`config.mk`:
```
export PLATFORM = sky130hd
export DESIGN_NAME = sig_debounce_evt
export DESIGN_NICKNAME = d
export VERILOG_FILES = /design/src/rtl/sig_debounce_evt.sv
export SDC_FILE = /design/constraint.sdc
export NUM_CORES = 1
export LEC_CHECK = 0
export CORE_ASPECT_RATIO = 2
export CORE_UTILIZATION = 40
export CTS_CLUSTER_SIZE = 40
export DETAILED_ROUTE_END_ITERATION = 6
export PLACE_DENSITY = 0.67
export SLEW_MARGIN = 20
export SYNTH_ARGS = -nofsm -noshare
export SYNTH_HDL_FRONTEND = slang
export SYNTH_SLANG_ARGS = --single-unit
```
`constraint.sdc`:
```
create_clock -name clk -period 1.8 [get_ports clk]
set_clock_uncertainty 0.1 [all_clocks]
set_input_delay 0.36 -clock clk [delete_from_list [all_inputs] [get_ports clk]]
set_output_delay 0.36 -clock clk [all_outputs]
set_load 0.01 [all_outputs]
```
`src/rtl/sig_debounce_evt.sv`:
```
// Debounces a synchronized level: a new value must hold HOLD_CYCLES cycles before it is
// accepted, producing a pulse, a single-slot valid/ready event and saturating counts.
module sig_debounce_evt #(
  parameter int unsigned HOLD_CYCLES = 4,
  parameter int unsigned CNT_WIDTH   = 16
) (
  input  logic                 clk,
  input  logic                 rst_n,
  input  logic                 sync_sig,
  input  logic                 evt_ready,
  input  logic                 ovf_clr,
  output logic                 stable_level,
  output logic                 rise_pulse,
  output logic                 fall_pulse,
  output logic                 evt_valid,
  output logic                 evt_type,
  output logic                 ovf,
  output logic [CNT_WIDTH-1:0] evt_cnt,
  output logic [CNT_WIDTH-1:0] glitch_cnt
);

  localparam int unsigned HW     = $clog2(HOLD_CYCLES + 1);
  localparam logic [HW:0] HOLD_L = (HW+1)'(HOLD_CYCLES);
  localparam logic [HW:0] ONE_L  = (HW+1)'(1);
  localparam bit          SINGLE = (HOLD_CYCLES == 1);

  typedef enum logic [1:0] {
    S_LOW,
    S_RISE_CHK,
    S_HIGH,
    S_FALL_CHK
  } state_t;

  state_t                 state_q;
  logic [HW-1:0]          hcnt_q;
  logic                   stable_q;
  logic                   rise_q;
  logic                   fall_q;

  logic                   evt_valid_q, evt_valid_d;
  logic                   evt_type_q,  evt_type_d;
  logic                   ovf_q,       ovf_d;
  logic [CNT_WIDTH-1:0]   evt_cnt_q,   evt_cnt_d;
  logic [CNT_WIDTH-1:0]   glitch_cnt_q, glitch_cnt_d;

  logic                   hold_done;
  logic                   acc_rise;
  logic                   acc_fall;
  logic                   abort;
  logic                   post;

  // hcnt is widened by one bit so hcnt+1 cannot wrap when HOLD_CYCLES is a power of two minus one
  assign hold_done = (({1'b0, hcnt_q} + ONE_L) == HOLD_L);

  always_comb begin
    acc_rise = 1'b0;
    acc_fall = 1'b0;
    abort    = 1'b0;
    unique case (state_q)
      S_LOW:      acc_rise = sync_sig && SINGLE;
      S_RISE_CHK: begin
        if (!sync_sig) abort    = 1'b1;
        else           acc_rise = hold_done;
      end
      S_HIGH:     acc_fall = !sync_sig && SINGLE;
      S_FALL_CHK: begin
        if (sync_sig) abort    = 1'b1;
        else          acc_fall = hold_done;
      end
      default: ;
    endcase
  end

  assign post = acc_rise || acc_fall;

  always_ff @(posedge clk or negedge rst_n) begin
    if (!rst_n) begin
      state_q  <= S_LOW;
      hcnt_q   <= '0;
      stable_q <= 1'b0;
      rise_q   <= 1'b0;
      fall_q   <= 1'b0;
    end else begin
      rise_q <= acc_rise;
      fall_q <= acc_fall;
      unique case (state_q)
        S_LOW: begin
          if (acc_rise) begin
            state_q  <= S_HIGH;
            stable_q <= 1'b1;
          end else if (sync_sig) begin
            state_q <= S_RISE_CHK;
            hcnt_q  <= HW'(1);
          end
        end
        S_RISE_CHK: begin
          if (abort) begin
            state_q <= S_LOW;
            hcnt_q  <= '0;
          end else if (acc_rise) begin
            state_q  <= S_HIGH;
            hcnt_q   <= '0;
            stable_q <= 1'b1;
          end else begin
            hcnt_q <= hcnt_q + HW'(1);
          end
        end
        S_HIGH: begin
          if (acc_fall) begin
            state_q  <= S_LOW;
            stable_q <= 1'b0;
          end else if (!sync_sig) begin
            state_q <= S_FALL_CHK;
            hcnt_q  <= HW'(1);
          end
        end
        S_FALL_CHK: begin
          if (abort) begin
            state_q <= S_HIGH;
            hcnt_q  <= '0;
          end else if (acc_fall) begin
            state_q  <= S_LOW;
            hcnt_q   <= '0;
            stable_q <= 1'b0;
          end else begin
            hcnt_q <= hcnt_q + HW'(1);
          end
        end
        default: begin
          state_q <= S_LOW;
          hcnt_q  <= '0;
        end
      endcase
    end
  end

  always_comb begin
    evt_cnt_d    = evt_cnt_q;
    glitch_cnt_d = glitch_cnt_q;
    evt_valid_d  = evt_valid_q;
    evt_type_d   = evt_type_q;
    ovf_d        = ovf_q;

    if (post && (evt_cnt_q != '1))
      evt_cnt_d = evt_cnt_q + CNT_WIDTH'(1);
    if (abort && (glitch_cnt_q != '1))
      glitch_cnt_d = glitch_cnt_q + CNT_WIDTH'(1);

    // A post always wins the slot; a simultaneous accept just consumes the old entry
    if (post) begin
      evt_valid_d = 1'b1;
      evt_type_d  = acc_rise;
    end else if (evt_valid_q && evt_ready) begin
      evt_valid_d = 1'b0;
    end

    if (ovf_clr)
      ovf_d = 1'b0;
    if (post && evt_valid_q && !evt_ready)
      ovf_d = 1'b1;
  end

  always_ff @(posedge clk or negedge rst_n) begin
    if (!rst_n) begin
      evt_valid_q  <= 1'b0;
      evt_type_q   <= 1'b0;
      ovf_q        <= 1'b0;
      evt_cnt_q    <= '0;
      glitch_cnt_q <= '0;
    end else begin
      evt_valid_q  <= evt_valid_d;
      evt_type_q   <= evt_type_d;
      ovf_q        <= ovf_d;
      evt_cnt_q    <= evt_cnt_d;
      glitch_cnt_q <= glitch_cnt_d;
    end
  end

  assign stable_level = stable_q;
  assign rise_pulse   = rise_q;
  assign fall_pulse   = fall_q;
  assign evt_valid    = evt_valid_q;
  assign evt_type     = evt_type_q;
  assign ovf          = ovf_q;
  assign evt_cnt      = evt_cnt_q;
  assign glitch_cnt   = glitch_cnt_q;

  a_pulse_excl: assert property (@(posedge clk) disable iff (!rst_n) !(rise_q && fall_q));
  a_pulse_one:  assert property (@(posedge clk) disable iff (!rst_n) rise_q |=> !rise_q);

endmodule

```
* Word level (Yosys, flattened, before mapping)
Index checks and enable logic that the tools add are counted.
Storage, ports and cells: register bits after elaboration 43, latch bits 0, RAM bits 0, ROM bits 0, output and inout bits 38, memories kept 0
Cells by class: $add $sub $neg 4, multiply operators 0, div/mod/pow operators 0, $lt $le $gt $ge 0, equal/unequal tests 16, shifts and indexed selects 0, multiplexer cells 34, bitwise gates (word level) 0, reduce and logical (&&, ||, !) cells 13
Operator list (number):
- $add 16x1->16 const B | 2
- $ne 16x16->1 const B | 2
- $mux 3 | 8
- $mux 2 | 8
- $mux 1 | 14
- $ne 2x2->1 const B | 6
- $ne 3x3->1 const B | 4
- $pmux 3 s4 | 1
- $pmux 2 s4 | 1
- $reduce_and 4->1 | 2
- $logic_and 1x1->1 | 5
- $add 3x1->4 const B | 1
- $eq 2x2->1 const B | 2
- $eq 4x3->1 const B | 1
- $pmux 1 s4 | 1
- $reduce_bool 2->1 | 2
- $add 3x1->3 const B | 1
- $eq 2x1->1 const B | 1
- $logic_not 2->1 | 1
- $pmux 1 s2 | 1
- $reduce_and 2->1 | 1
- $logic_not 1->1 | 1
- $logic_or 1x1->1 | 1

* Depth between registers and ports, before layout
depth in word-level cells 8, gate-level depth with buffers 6, mapped depth without buffers 6

* Least setup slack after synthesis
No wires, ideal clock.
path kind register to register, start point register hcnt_q[0], end point register evt_cnt_q[12] (netlist: evt_cnt[12]), library setup time 125 ps, arrival 1768 ps, required time 1575 ps, path slack -193 ps, stages on the path, launching flop included 7, buffers on the path 0, cell sequence dfrtp_1 ha_1 and2b_2 a21oi_1 nor4_4 nand3_2 mux2_4
On the way: word-level cells in the longest chain between the ends 6
RTL lines:
- start, declared | RTL line 35 | logic [HW-1:0] hcnt_q;
- start signal, assigned | RTL line 105 | hcnt_q <= hcnt_q + HW'(1);
- start signal, assigned | RTL line 126 | hcnt_q <= hcnt_q + HW'(1);
- $add 3x1->4 (*) | RTL line 53 | assign hold_done = (({1'b0, hcnt_q} + ONE_L) == HOLD_L);
- $eq 4x3->1 (*) | RTL line 53
- $mux 1, on equally long branches | RTL line 62, 67
- $mux 1 | RTL line 59 | unique case (state_q)
- $logic_or 1x1->1 (*) | RTL line 74 | assign post = acc_rise || acc_fall;
- $logic_and 1x1->1 (*) | RTL line 144 | if (post && (evt_cnt_q != '1))
- end signal, assigned | RTL line 174 | evt_cnt_q <= evt_cnt_d;
- end, declared | RTL line 43 | logic [CNT_WIDTH-1:0] evt_cnt_q, evt_cnt_d;
Every way passes the cells marked *; elsewhere a longest branch is shown, timed or not. A chain may end at the register's enable or synchronous reset.

==> impl_metrics.ini <==
[outcome]
run_status = complete, no violations

[timing]
worst_pin_slew_ns = 0.5222
setup-tns-final_ns = 0
clock.fmax_mhz = 562.5
finalHoldViolCount = 0
drv_slew = 0
period_minus_slack_ns = 1.778
rsz0062_at_grt = yes
slew_headroom_pct = 65.19
setup_violations = 0
post-route-period-util_pct = 98.77

[global_routing]
grt_util_all_layers_pct = 19.48
grt_pass1_wl_um = 7914
grt_pass1_vias = 1886
globalRoute.totalOverflow = 0
grt_max_degree = 22
antenna_found_initial = 0

[yosys]
netlist_area_sq_um = 2093
syn_nets = 198
synth_area_leaders = dfrtp_1, xnor2_1, nand4_1
ys_ff_latch = 43
synth-seq-area-share_pct = 51.40
async_reset_ff_share_pct = 100.0
synth_top_area_share_pct = 51.40
ys.flop_type = dfrtp_1
synth.avg_cell_area_sq_um = 11.08
ys_types = 41
synthCells = 189
yosysWarnings = 0
synth-edff-count = 0
synth_area_leader_cell = dfrtp_1

[place]
gp_congestion = 0.8528
place_inst = 338
hpwl_um = 3638
postPlaceCellArea_sq_um = 2985
numPortBuffers = 42

[job]
drv_cap = 0

[layout]
n_antenna_cell = 0
finalNonFillerCells = 347
nets = 300
fillers = 414
final_util_pct = 65.35
area_growth_pct = 54.69
drive_gt1_share_pct = 32.41
finalInstanceArea_sq_um = 3238

[worst_hold_path]
hold_start = evt_cnt[8]
min_path_type = register to register

[drt]
routedWlPerCell_um = 14.00
via_per_inst = 5.213
drt-total-wl_um = 4857
first_pass_iters = 4
drcViolationCount = 0
drt_iter0_markers = 23
final_antenna_net_count = 0
num_vias = 1809

[floorplanning]
initial_core_util_pct = 42.25
rows = 36
fp.coreArea_sq_um = 4955
die_w_um = 53.15
die_area_sq_um = 5544
ioPinCount = 43
die_y_um = 104.3

[worst_setup_path]
cp-start-kind = register
path_class = register to register
cp.required_ns = 1.88
cp.arrival_ns = 1.86
end_kind = register
crit_fanout = 3

[cts]
clockBufferDepth = 2
htree_num_levels = 2
clock_sinks = 43
cts_buffers = 5
cts_tree = yes
root_buffer = clkbuf_8
clkTransAtPathRegs_ns = 0.07
clock_insertion_delay_worst_skew_ns = 0.29

[pwr]
p_per_area_nw_per_um2 = 885.1
ir_drop_mv = 0.9118
p_leak_uw = 0.001770
worst max-delay path, stage by stage (launching register included):
cell and delay (ns):
dfrtp_2 0.47, xor2_2 0.22, nand3_4 0.13, nor4_4 0.34
nand3_2 0.11, mux2_4 0.30
sequential cells by signal (all words and copies together) (netlist names), named ones only:
| signal | count |
|---|---|
| evt_type | 1 |
| rise_pulse | 1 |
| ovf | 1 |
| glitch_cnt | 16 |
| evt_cnt | 16 |
| fall_pulse | 1 |
| stable_level | 1 |
| state_q | 1 |
| hcnt_q | 3 |
| evt_valid | 1 |
power breakdown:
| group | internal, uW | total [uW] | switching [uW] |
|---|---|---|---|
| clock | 259 | 563 | 305 |
| combinational | 586 | 1100 | 519 |
| sequential | 1090 | 1200 | 105 |
| total | 1940 | 2870 | 928 |
path summary, 6_finish.rpt:
path	end	cells past startpoint	slack [ns]
max in group asynchronous	evt_cnt[3]	3	0.64
worst max register to register	evt_cnt[12]	5	0.02
worst max-delay path	evt_cnt[12]	5	0.02
worst min register to register	evt_cnt[8]	1	0.40
min in group asynchronous	evt_cnt[7]	2	0.47
worst min-delay path	evt_cnt[8]	1	0.40
per-stage QoR:
step	power [uW]	hold WS (ns)	worst slack, ns
2_1_floorplan	1738	-0.03559	-0.02961
3_3_place_gp	2225	0.2675	-0.4694
3_5_place_dp	2244	0.2601	-0.4971
4_1_cts	2903	0.4071	-0.003989
5_1_grt	3040	0.4194	-0.09674
6_report	2866	0.4011	0.02212
cell usage after synthesis (all sizes together) (2+ instances only):
master,count
dfrtp,43
nand2,20
xnor2,20
nand4,13
nand3,11
nor2,11
nor4,6
xor2,6
mux2,5
and3,4
ha,4
inv,4
nor3,4
o21ai,4
a21oi,3
and4,3
nand3b,3
a21o,2
a2bb2oi,2
a31oi,2
and2,2
and2b,2
nand2b,2
o22ai,2
or2,2
routing by layer:
| metal | up-vias | wire (um) | share of wire [%] | GRT usage [%] |
|---|---|---|---|---|
| met3 | 12 | 178 | 3.7 | 4.532 |
| met4 | 0 | 148 | 3.0 | 9.398 |
| li1 | 872 | - | - | - |
| met2 | 38 | 2804 | 58 | 35.90 |
| met5 | - | 0 | 0 | 0 |
| met1 | 887 | 1725 | 36 | 18.71 |
cell type report:
| type | instances | area (sq um) | area share [%] |
|---|---|---|---|
| well taps | 57 | 71.32 | 2.202 |
| multi-input cells | 140 | 1102 | 34.04 |
| flip-flops and latches | 43 | 1077 | 33.27 |
| inverters | 4 | 15.01 | 0.4637 |
| repair buffers | 97 | 899.6 | 27.78 |
| clock buffers | 6 | 72.57 | 2.241 |
repair_timing:
action	CTS	global route
pin swaps	4	7
gates resized for setup	13	31
setup buffers	2	0
hold buffers	1	0
setup endpoints to repair	27	41
endpoints found under the hold margin	19	0
cell usage in the layout, fill, tap and decap left out, types with 4 or more instances in the layout:
master and count:
clkdlybuf4s50_1 17, and3_1 4, xor2_1 5, nor2_1 8, nand3_1 8, xnor2_1 19
inv_1 4, nand2_1 20, buf_4 52, o21ai_0 4, dfrtp_1 42, dlymetal6s2s_1 22
clkbuf_8 5, nand4_1 13
cell families (layout without fill, tap and decap cells):
family | after synthesis | after routing | synth area share (%)
fa+ha+maj | 4 | 4 | 2.391
mux | 5 | 5 | 2.869
simple gates | 86 | 86 | 24.39
xor+xnor | 26 | 26 | 11.24
buf+inv | 6 | 107 | 1.733
compound gates | 19 | 19 | 5.977
flops | 43 | 43 | 51.40
Note: power is estimated with default switching activity, not from simulation.
